### src/rtl/sound_pkg.sv
// Shared types and clip address table for the sound clip player.
// Clip bounds index the concatenated win_rom image.
package sound_pkg;

   localparam int CLIP_AW = 18;

   typedef enum logic [1:0] {
      CLIP_WIN    = 2'd0,
      CLIP_MOO    = 2'd1,
      CLIP_DETECT = 2'd2,
      CLIP_CHEER  = 2'd3
   } clip_e;

   typedef enum logic [1:0] {
      S_IDLE,
      S_FETCH,
      S_PACE,
      S_DONE
   } state_e;

   typedef struct packed {
      logic [CLIP_AW-1:0] first;
      logic [CLIP_AW-1:0] last;
   } clip_rng_t;

   localparam logic [CLIP_AW-1:0] WIN_FIRST    = 18'd0;
   localparam logic [CLIP_AW-1:0] WIN_LAST     = 18'd16395;
   localparam logic [CLIP_AW-1:0] MOO_FIRST    = 18'd16396;
   localparam logic [CLIP_AW-1:0] MOO_LAST     = 18'd66982;
   localparam logic [CLIP_AW-1:0] DETECT_FIRST = 18'd66983;
   localparam logic [CLIP_AW-1:0] DETECT_LAST  = 18'd83254;
   localparam logic [CLIP_AW-1:0] CHEER_FIRST  = 18'd83255;
   localparam logic [CLIP_AW-1:0] CHEER_LAST   = 18'd137138;

   function automatic clip_rng_t clip_range(input clip_e c);
      clip_rng_t r;
      r.first = WIN_FIRST;
      r.last  = WIN_LAST;
      case (c)
         CLIP_WIN:    begin r.first = WIN_FIRST;    r.last = WIN_LAST;    end
         CLIP_MOO:    begin r.first = MOO_FIRST;    r.last = MOO_LAST;    end
         CLIP_DETECT: begin r.first = DETECT_FIRST; r.last = DETECT_LAST; end
         CLIP_CHEER:  begin r.first = CHEER_FIRST;  r.last = CHEER_LAST;  end
         default:     begin r.first = WIN_FIRST;    r.last = WIN_LAST;    end
      endcase
      return r;
   endfunction

endpackage

### src/rtl/sample_rate_div.sv
// Sample-period counter: counts 0..DIV-1, ticks on the last count,
// and restarts from 0 on reload so a period starts with each fetch.
module sample_rate_div #(
   parameter int DIV = 1200,
   parameter int CW  = $clog2(DIV)
) (
   input  logic          clk_i,
   input  logic          rst_i,
   input  logic          reload_i,
   output logic [CW-1:0] cnt_o,
   output logic          tick_o
);

   localparam logic [CW-1:0] LAST = CW'(DIV - 1);

   logic [CW-1:0] cnt_q, cnt_d;

   // next count: reload wins, otherwise wrap at the last count
   always_comb begin
      cnt_d = cnt_q + 1'b1;
      if (reload_i || cnt_q == LAST) cnt_d = '0;
   end

   // count register
   always_ff @(posedge clk_i or posedge rst_i) begin
      if (rst_i) cnt_q <= '0;
      else       cnt_q <= cnt_d;
   end

   assign cnt_o  = cnt_q;
   assign tick_o = (cnt_q == LAST);

endmodule

### src/rtl/sound_clip_player.sv
// Steps the audio ROM through a selected clip and feeds Audio_Controller.
// Define SOUND_LOOP_EN to let the loop input restart a clip at its end.
import sound_pkg::*;

module sound_clip_player #(
   parameter int CLK_DIV  = 1200,
   parameter int ADDR_W   = 18,
   parameter int SAMPLE_W = 6,
   parameter int ROM_LAT  = 2
) (
   input  logic                CLOCK_50,
   input  logic                resetn,
   input  logic                play_req,
   input  logic [1:0]          clip_sel,
   input  logic                stop,
   input  logic                loop,
   output logic [ADDR_W-1:0]   rom_addr,
   input  logic [SAMPLE_W-1:0] rom_q,
   input  logic                audio_out_allowed,
   output logic                write_audio_out,
   output logic [31:0]         left_channel_audio_out,
   output logic [31:0]         right_channel_audio_out,
   output logic                busy,
   output logic                done,
   output logic [7:0]          drop_cnt
);

   localparam int CW = $clog2(CLK_DIV);
   localparam logic [CW-1:0] LAT_C = CW'(ROM_LAT);

   state_e              state_q, state_d;
   logic [ADDR_W-1:0]   addr_q, addr_d;
   logic [ADDR_W-1:0]   first_q, first_d;
   logic [ADDR_W-1:0]   last_q, last_d;
   logic [SAMPLE_W-1:0] sample_q, sample_d;
   logic                pend_q, pend_d;
   logic [7:0]          drop_q, drop_d;
   logic                reload;
   logic                tick;
   logic [CW-1:0]       cnt;
   logic                wr;
   logic                loop_go;
   clip_rng_t           rng;

   sample_rate_div #(.DIV(CLK_DIV), .CW(CW)) u_div (
      .clk_i    (CLOCK_50),
      .rst_i    (resetn),
      .reload_i (reload),
      .cnt_o    (cnt),
      .tick_o   (tick)
   );

`ifdef SOUND_LOOP_EN
   assign loop_go = loop;
`else
   assign loop_go = 1'b0 & loop;
`endif

   // strobe is gated directly by allowed so it can never fire into a full FIFO
   assign wr  = (state_q == S_PACE) && pend_q && audio_out_allowed;
   assign rng = clip_range(clip_e'(clip_sel));

   // next-state: stop beats a request, a request beats normal sequencing
   always_comb begin
      state_d  = state_q;
      addr_d   = addr_q;
      first_d  = first_q;
      last_d   = last_q;
      sample_d = sample_q;
      pend_d   = pend_q;
      drop_d   = drop_q;
      reload   = 1'b0;
      if (stop) begin
         state_d = S_IDLE;
         pend_d  = 1'b0;
      end else if (play_req) begin
         state_d = S_FETCH;
         first_d = ADDR_W'(rng.first);
         last_d  = ADDR_W'(rng.last);
         addr_d  = ADDR_W'(rng.first);
         pend_d  = 1'b0;
         reload  = 1'b1;
      end else begin
         unique case (state_q)
            S_IDLE: ;
            S_FETCH: begin
               if (cnt == LAT_C) begin
                  sample_d = rom_q;
                  pend_d   = 1'b1;
                  state_d  = S_PACE;
               end
            end
            S_PACE: begin
               if (wr) pend_d = 1'b0;
               if (tick) begin
                  if (pend_q && !wr && drop_q != 8'hFF)
                     drop_d = drop_q + 8'd1;
                  pend_d = 1'b0;
                  if (addr_q == last_q) begin
                     state_d = S_DONE;
                  end else begin
                     addr_d  = addr_q + 1'b1;
                     state_d = S_FETCH;
                     reload  = 1'b1;
                  end
               end
            end
            S_DONE: begin
               if (loop_go) begin
                  addr_d  = first_q;
                  state_d = S_FETCH;
                  reload  = 1'b1;
               end else begin
                  state_d = S_IDLE;
               end
            end
            default: state_d = S_IDLE;
         endcase
      end
   end

   // state and datapath registers
   always_ff @(posedge CLOCK_50 or posedge resetn) begin
      if (resetn) begin
         state_q  <= S_IDLE;
         addr_q   <= '0;
         first_q  <= '0;
         last_q   <= '0;
         sample_q <= '0;
         pend_q   <= 1'b0;
         drop_q   <= '0;
      end else begin
         state_q  <= state_d;
         addr_q   <= addr_d;
         first_q  <= first_d;
         last_q   <= last_d;
         sample_q <= sample_d;
         pend_q   <= pend_d;
         drop_q   <= drop_d;
      end
   end

   assign rom_addr                = addr_q;
   assign write_audio_out         = wr;
   assign left_channel_audio_out  = {sample_q, {(32-SAMPLE_W){1'b0}}};
   assign right_channel_audio_out = '0;
   assign busy                    = (state_q != S_IDLE);
   assign done                    = (state_q == S_DONE);
   assign drop_cnt                = drop_q;

endmodule
### config.mk
export PLATFORM = sky130hd
export DESIGN_NAME = sound_clip_player
export DESIGN_NICKNAME = d
export VERILOG_FILES = /design/src/rtl/sound_pkg.sv /design/src/rtl/sample_rate_div.sv /design/src/rtl/sound_clip_player.sv
export SDC_FILE = /design/constraint.sdc
export NUM_CORES = 1
export LEC_CHECK = 0
export CAP_MARGIN = 20
export CORE_UTILIZATION = 43
export DETAILED_ROUTE_END_ITERATION = 10
export PLACE_DENSITY_LB_ADDON = 0.3
export SYNTH_ARGS = -nofsm -noshare
export SYNTH_HDL_FRONTEND = slang
export SYNTH_SLANG_ARGS = --single-unit
### constraint.sdc
create_clock -name CLOCK_50 -period 2.4 [get_ports CLOCK_50]
set_clock_uncertainty 0.2 [all_clocks]
set_input_delay 0.72 -clock CLOCK_50 [delete_from_list [all_inputs] [get_ports CLOCK_50]]
set_output_delay 0.72 -clock CLOCK_50 [all_outputs]
set_load 0.005 [all_outputs]
==> results.toml, run 1 <==
[route]
ant_nets = 0
wl_per_cell_um = 13.77
drt-initial-drc-count = 137
vias = 2960
drc_errors = 0
first_pass_iters = 4
route.detailed.vias_per_inst = 5.043
wl_um = 8081

[global_routing]
grt_remaining_overflow = 0
track_usage = 0.1972
first_global_vias = 2776
grt_pass1_wl_um = 13480
antenna_found_initial = 0
grt_max_degree = 24

[logic_synthesis]
async_reset_ff_frac = 1.000
ys_types = 48
postSynthCellCount = 387
synth-seq-cells = 54
synth_edf_count = 0
seq_area_frac_synth = 0.3795
synth_warnings = 0
syn_area_sq_um = 3561
avgSynthCellArea_sq_um = 9.201
ys.flop_type = "dfrtp_1"

[sta]
drv_slew = 0
layout_min_cycle_time_ns = 2.549
min_period_over_period = 1.062
setup_ws_ns = -0.1489
fmax_mhz = 392.3
setup_viol = 10
timing.final.hold_violations = 0
rsz0062_at_grt = "yes"

[floorplanning]
ioPinCount = 107
initial_utilization = 0.4515
die_area_sq_um = 8649
die_y_um = 93
coreArea_sq_um = 7888
rows = 32
die_w_um = 93

[placed_design]
place_hpwl_um = 6135
portBuffers = 47
pre_cts_ws_ns = -0.5780
globalplace.congestion = 0.8179

[setup_path]
cp-end-kind = "flop"
r2r_slack_ns = -0.15
crit_path_start = "u_div.cnt_o[8]$_DFF_PP0_"
worstPathArrival_ns = 2.60
crit_type = "reg2reg"
path_max_fanout = 4
crit_end = "rom_addr[6]$_DFFE_PP0P_"
worstPathRequired_ns = 2.45
critPathLaunchType = "flop"
r2r-start = "u_div.cnt_o[8]$_DFF_PP0_"
worst-r2r-cell-count = 5
r2r-end = "rom_addr[6]$_DFFE_PP0P_"

[power]
power_density_nw_per_um2 = 546.3
cellLeakagePower_nw = 2.086
peakVddDrop_v = 0.0002264

[clock_network]
cts_sinks = 54
cts_root_buf = "clkbuf_8"
cts_max_level = 2
cts_buffer_depth = 2
clk_latency_ns = 0.32
cts_tree = "yes"
cts.reportedPaths.clkPinSlew_ns = 0.10
cts_buffers = 5

[min_path]
hp-class = "reg2reg"

[layout]
nets = 510
layout_common_cells = "buf_4, conb_1, dfrtp_1"
layout_commonest_cell = "buf_4"
area_growth_pct = 25.54
final_layout_size_suffix_gt1_frac = 0.1938
fin_util = 0.5668
fill_cells = 691
num_antenna_cells = 0

[outcome]
violations = "setup timing"
outcome = "complete, but fails checks"

[run]
drv_cap = 0
[worst max-delay path, stage by stage (launching register included)]
cell and delay, ns:
dfrtp_1 0.40, or4_4 0.57, or4_4 0.44, or3_4 0.40, or4_1 0.40, o21ai_1 0.08
[worst min path at each step]
stage,start,end,slack [ns],cells past startpoint
2_1_floorplan,last_q[1]$_DFFE_PP0P_,last_q[1]$_DFFE_PP0P_,0.26,1
3_3_place_gp,last_q[14]$_DFFE_PP0P_,last_q[14]$_DFFE_PP0P_,0.27,2
3_5_place_dp,drop_cnt[7]$_DFFE_PP0P_,drop_cnt[7]$_DFFE_PP0P_,0.28,1
4_1_cts,drop_cnt[7]$_DFFE_PP0P_,drop_cnt[7]$_DFFE_PP0P_,0.30,1
5_1_grt,drop_cnt[7]$_DFFE_PP0P_,drop_cnt[7]$_DFFE_PP0P_,0.31,1
6_report,drop_cnt[7]$_DFFE_PP0P_,drop_cnt[7]$_DFFE_PP0P_,0.30,1
[stage by stage]
step / instances / cell area [sq um] / hold WS, ns / total power [W] / setup TNS (ns)
2_1_floorplan: 444 / 3790 / 0.2559 / 0.001588 / -0.6698
3_5_place_dp: 578 / 4312 / 0.2834 / 0.001906 / -9.721
3_3_place_gp: 578 / 4312 / 0.2715 / 0.001885 / -9.511
6_report: 587 / 4471 / 0.3016 / 0.002442 / -0.4856
4_1_cts: 586 / 4414 / 0.3027 / 0.002451 / -0.5250
5_1_grt: 587 / 4471 / 0.3149 / 0.002595 / -1.657
[metal layers]
layer	track usage	routed length (um)	vias to the layer above
li1	-	-	1438
met1	0.2688	3708	1421
met2	0.3284	3981	91
met3	0.02927	284	10
met4	0.05000	107	0
met5	0	0	-
[registers in the layout (all words and copies together), names as in the netlist]
register,flops
state_q,2
last_q,8
pend_q,1
u_div.cnt_o,11
rom_addr,18
sample_q,6
drop_cnt,8
[power breakdown]
| group | total [W] | leakage (nW) | internal (W) | switching (W) |
|---|---|---|---|---|
| sequential | 0.00114 | 0.697 | 0.00103 | 0.000113 |
| combinational | 0.000747 | 1.34 | 0.000413 | 0.000334 |
| clock | 0.000551 | 0.0472 | 0.000233 | 0.000318 |
[cells by family (layout without fill, tap and decap cells)]
kind of cell,count (synthesis),in the layout,synth area share
AOI/OAI and AO/OA,52,52,0.09838
DFF,54,54,0.3795
buffers and inverters,90,131,0.1662
other,1,58,0.001053
muxes,11,11,0.03338
adders and majority gates,12,12,0.04216
xor gates and xnor gates,26,26,0.06395
and+or+nand+nor,141,141,0.2154
[layout make-up]
type | count | area, sq um | area share
multi-input cells | 300 | 1898 | 0.4246
flip-flops and latches | 54 | 1353 | 0.3025
repair buffers | 108 | 940.9 | 0.2105
well taps | 102 | 127.6 | 0.02855
clock buffers | 6 | 82.58 | 0.01847
inverters | 15 | 56.30 | 0.01259
clock inverters | 2 | 12.51 | 0.002799
[synthesized netlist by cell type, drive strengths merged (2+ instances only)]
library cell / number / area (sq um)
buf: 67 / 505.5
dfrtp: 54 / 1351
nand2: 29 / 108.9
nor2: 28 / 105.1
inv: 15 / 56.30
xnor2: 15 / 131.4
nand3: 14 / 70.07
nand4: 14 / 87.58
ha: 12 / 150.1
o21ai: 12 / 60.05
xor2: 11 / 96.34
nor3: 10 / 50.05
and3: 9 / 56.30
a21oi: 8 / 40.04
clkbuf: 8 / 30.03
and4: 7 / 61.31
mux2: 7 / 78.83
nor4: 7 / 71.31
a211oi: 6 / 45.04
nand2b: 6 / 37.54
or3: 6 / 37.54
o31ai: 5 / 37.54
or4: 5 / 41.29
mux2i: 4 / 40.04
o22ai: 4 / 25.02
o21a: 3 / 22.52
a21o: 2 / 16.27
a22oi: 2 / 15.01
and2: 2 / 12.51
nand3b: 2 / 15.01
nor2b: 2 / 12.51
o221ai: 2 / 17.52
o311a: 2 / 20.02
[repair_timing]
action | in CTS | in global routing
pin swaps | 3 | 1
setup buffers | 0 | 1
gates cloned | 0 | 0
hold buffers | 0 | 0
endpoints found under the setup margin | 17 | 26
resized for setup | 10 | 10
Power figures use the tool's default switching activity.
==> run 2, diff against run 1 <==
CORE_MARGIN = 5   (was unset)
==> results.toml, run 2 (synthesis gave the netlist of run 1 again) <==
[layout]
final_cells = 588
nets = 509
final_layout_size_suffix_gt1_frac = 0.1843
layout_commonest_cell = "conb_1"
layout_common_cells = "conb_1, buf_4, dfrtp_1"
largest_reg_flops = 18
fill_cells = 747
num_antenna_cells = 0
area_growth_pct = 24.49

[placed_design]
dp_cells = 580
portBuffers = 47
place_hpwl_um = 6243
globalplace.congestion = 0.8495

[clock_network]
cts.reportedPaths.clkPinSlew_ns = 0.10
cts_root_buf = "clkbuf_8"
cts_max_level = 2
cts_tree = "yes"
cts_sinks = 54
cts_buffers = 5
cts_buffer_depth = 2
clk_latency_ns = 0.32

[setup_path]
worst-r2r-cell-count = 5
r2r-end = "rom_addr[6]$_DFFE_PP0P_"
path_max_fanout = 3
cp-end-kind = "flop"
worstPathRequired_ns = 2.44
r2r-start = "u_div.cnt_o[4]$_DFF_PP0_"
worstPathArrival_ns = 2.55
crit_type = "reg2reg"
critPathLaunchType = "flop"
r2r_slack_ns = -0.12

[run]
drv_cap = 0

[outcome]
violations = "setup timing"
outcome = "complete, but fails checks"

[floorplanning]
die_area_sq_um = 10200
rows = 33
die_y_um = 101
initial_utilization = 0.4378
die_w_um = 101
coreArea_sq_um = 8134
ioPinCount = 107

[sta]
fmax_mhz = 397.1
setup_ws_ns = -0.1184
drv_slew = 0
layout_min_cycle_time_ns = 2.518
timing.final.hold_violations = 0
min_period_over_period = 1.049
setup_viol = 8
rsz0062_at_grt = "yes"
hold_ws_ns = 0.2933

[route]
wl_um = 8184
drt-initial-drc-count = 108
wl_per_cell_um = 13.92
drc_errors = 0
vias = 2965
first_pass_iters = 4
ant_nets = 0
route.detailed.vias_per_inst = 5.043

[global_routing]
track_usage = 0.1630
antenna_found_initial = 0
grt_remaining_overflow = 0
grt_max_degree = 55
first_global_vias = 2838
grt_pass1_wl_um = 13460

[min_path]
hp-class = "reg2reg"
hp-start = "last_q[1]$_DFFE_PP0P_"
whs_path_depth = 1
min_delay_worst_endpoint = "last_q[1]$_DFFE_PP0P_"

[power]
power_w = 0.002385
power_density_nw_per_um2 = 538.0
peakVddDrop_v = 0.0003018
cellLeakagePower_nw = 2.072
==> run 2: changes by cell type in the layout (fill, tap and decap cells not counted), sizes merged <==
cell | before | now
clkdlybuf4s50 | 42 | 43
dlygate4sd2 | 4 | 3
clkdlybuf4s15 | 1 | 0
clkinv | 1 | 0
==> run 2: worst max-delay path, cell delays in order, from the launching register on <==
cell	delay [ns]
dfrtp_1	0.39
or4_4	0.56
or4_4	0.43
or3_4	0.38
or4_1	0.40
o21ai_1	0.09
==> run 2: how the worst max path moves through the flow <==
stage,start,endpoint,slack [ns]
2_1_floorplan,stop,rom_addr[6]$_DFFE_PP0P_,-0.20
5_1_grt,u_div.cnt_o[4]$_DFF_PP0_,rom_addr[6]$_DFFE_PP0P_,-0.17
3_5_place_dp,stop,rom_addr[6]$_DFFE_PP0P_,-0.57
6_report,u_div.cnt_o[4]$_DFF_PP0_,rom_addr[6]$_DFFE_PP0P_,-0.12
3_3_place_gp,stop,rom_addr[6]$_DFFE_PP0P_,-0.55
4_1_cts,u_div.cnt_o[8]$_DFF_PP0_,rom_addr[6]$_DFFE_PP0P_,-0.11
==> run 2: cell type report <==
cell class | instances | area (sq um) | share of cell area
inverters | 15 | 56.30 | 0.01270
repair buffers | 107 | 940.9 | 0.2122
well taps | 105 | 131.4 | 0.02964
flip-flops and latches | 54 | 1353 | 0.3051
clock inverters | 1 | 7.507 | 0.001693
multi-input cells | 300 | 1872 | 0.4222
clock buffers | 6 | 72.57 | 0.01637
==> run 2: per-layer routing <==
layer / up-vias / track usage / wire length (um)
met2: 103 / 0.2633 / 3889
met3: 13 / 0.02837 / 565
met5: - / 0 / 0
met1: 1415 / 0.2202 / 3591
li1: 1434 / - / -
met4: 0 / 0.05624 / 137
==> run 2: metrics by stage <==
stage | setup TNS [ns] | setup WS, ns | util | cell area, sq um
2_1_floorplan | -0.6698 | -0.1985 | - | 3790
3_3_place_gp | -7.069 | -0.5468 | 0.5311 | 4320
3_5_place_dp | -7.902 | -0.5689 | 0.5311 | 4320
4_1_cts | -0.3885 | -0.1061 | 0.5413 | 4403
5_1_grt | -1.211 | -0.1679 | 0.5450 | 4433
6_report | -0.4390 | -0.1184 | 0.5450 | 4433
==> run 2: timing repair <==
action | 4_1_cts | 5_1_grt
hold buffers | 0 | 0
setup buffers | 1 | 0
resized for setup | 8 | 8
gates cloned | 0 | 0
hold endpoints to repair | 0 | 0
pin swaps | 1 | 4
setup endpoints to repair | 13 | 26
==> run 2: power breakdown <==
part	switching [W]	total, W	internal [W]
logic	0.000319	0.000725	0.000405
registers	0.000124	0.00115	0.00103
clock network	0.000304	0.000506	0.000201
total	0.000748	0.00238	0.00164
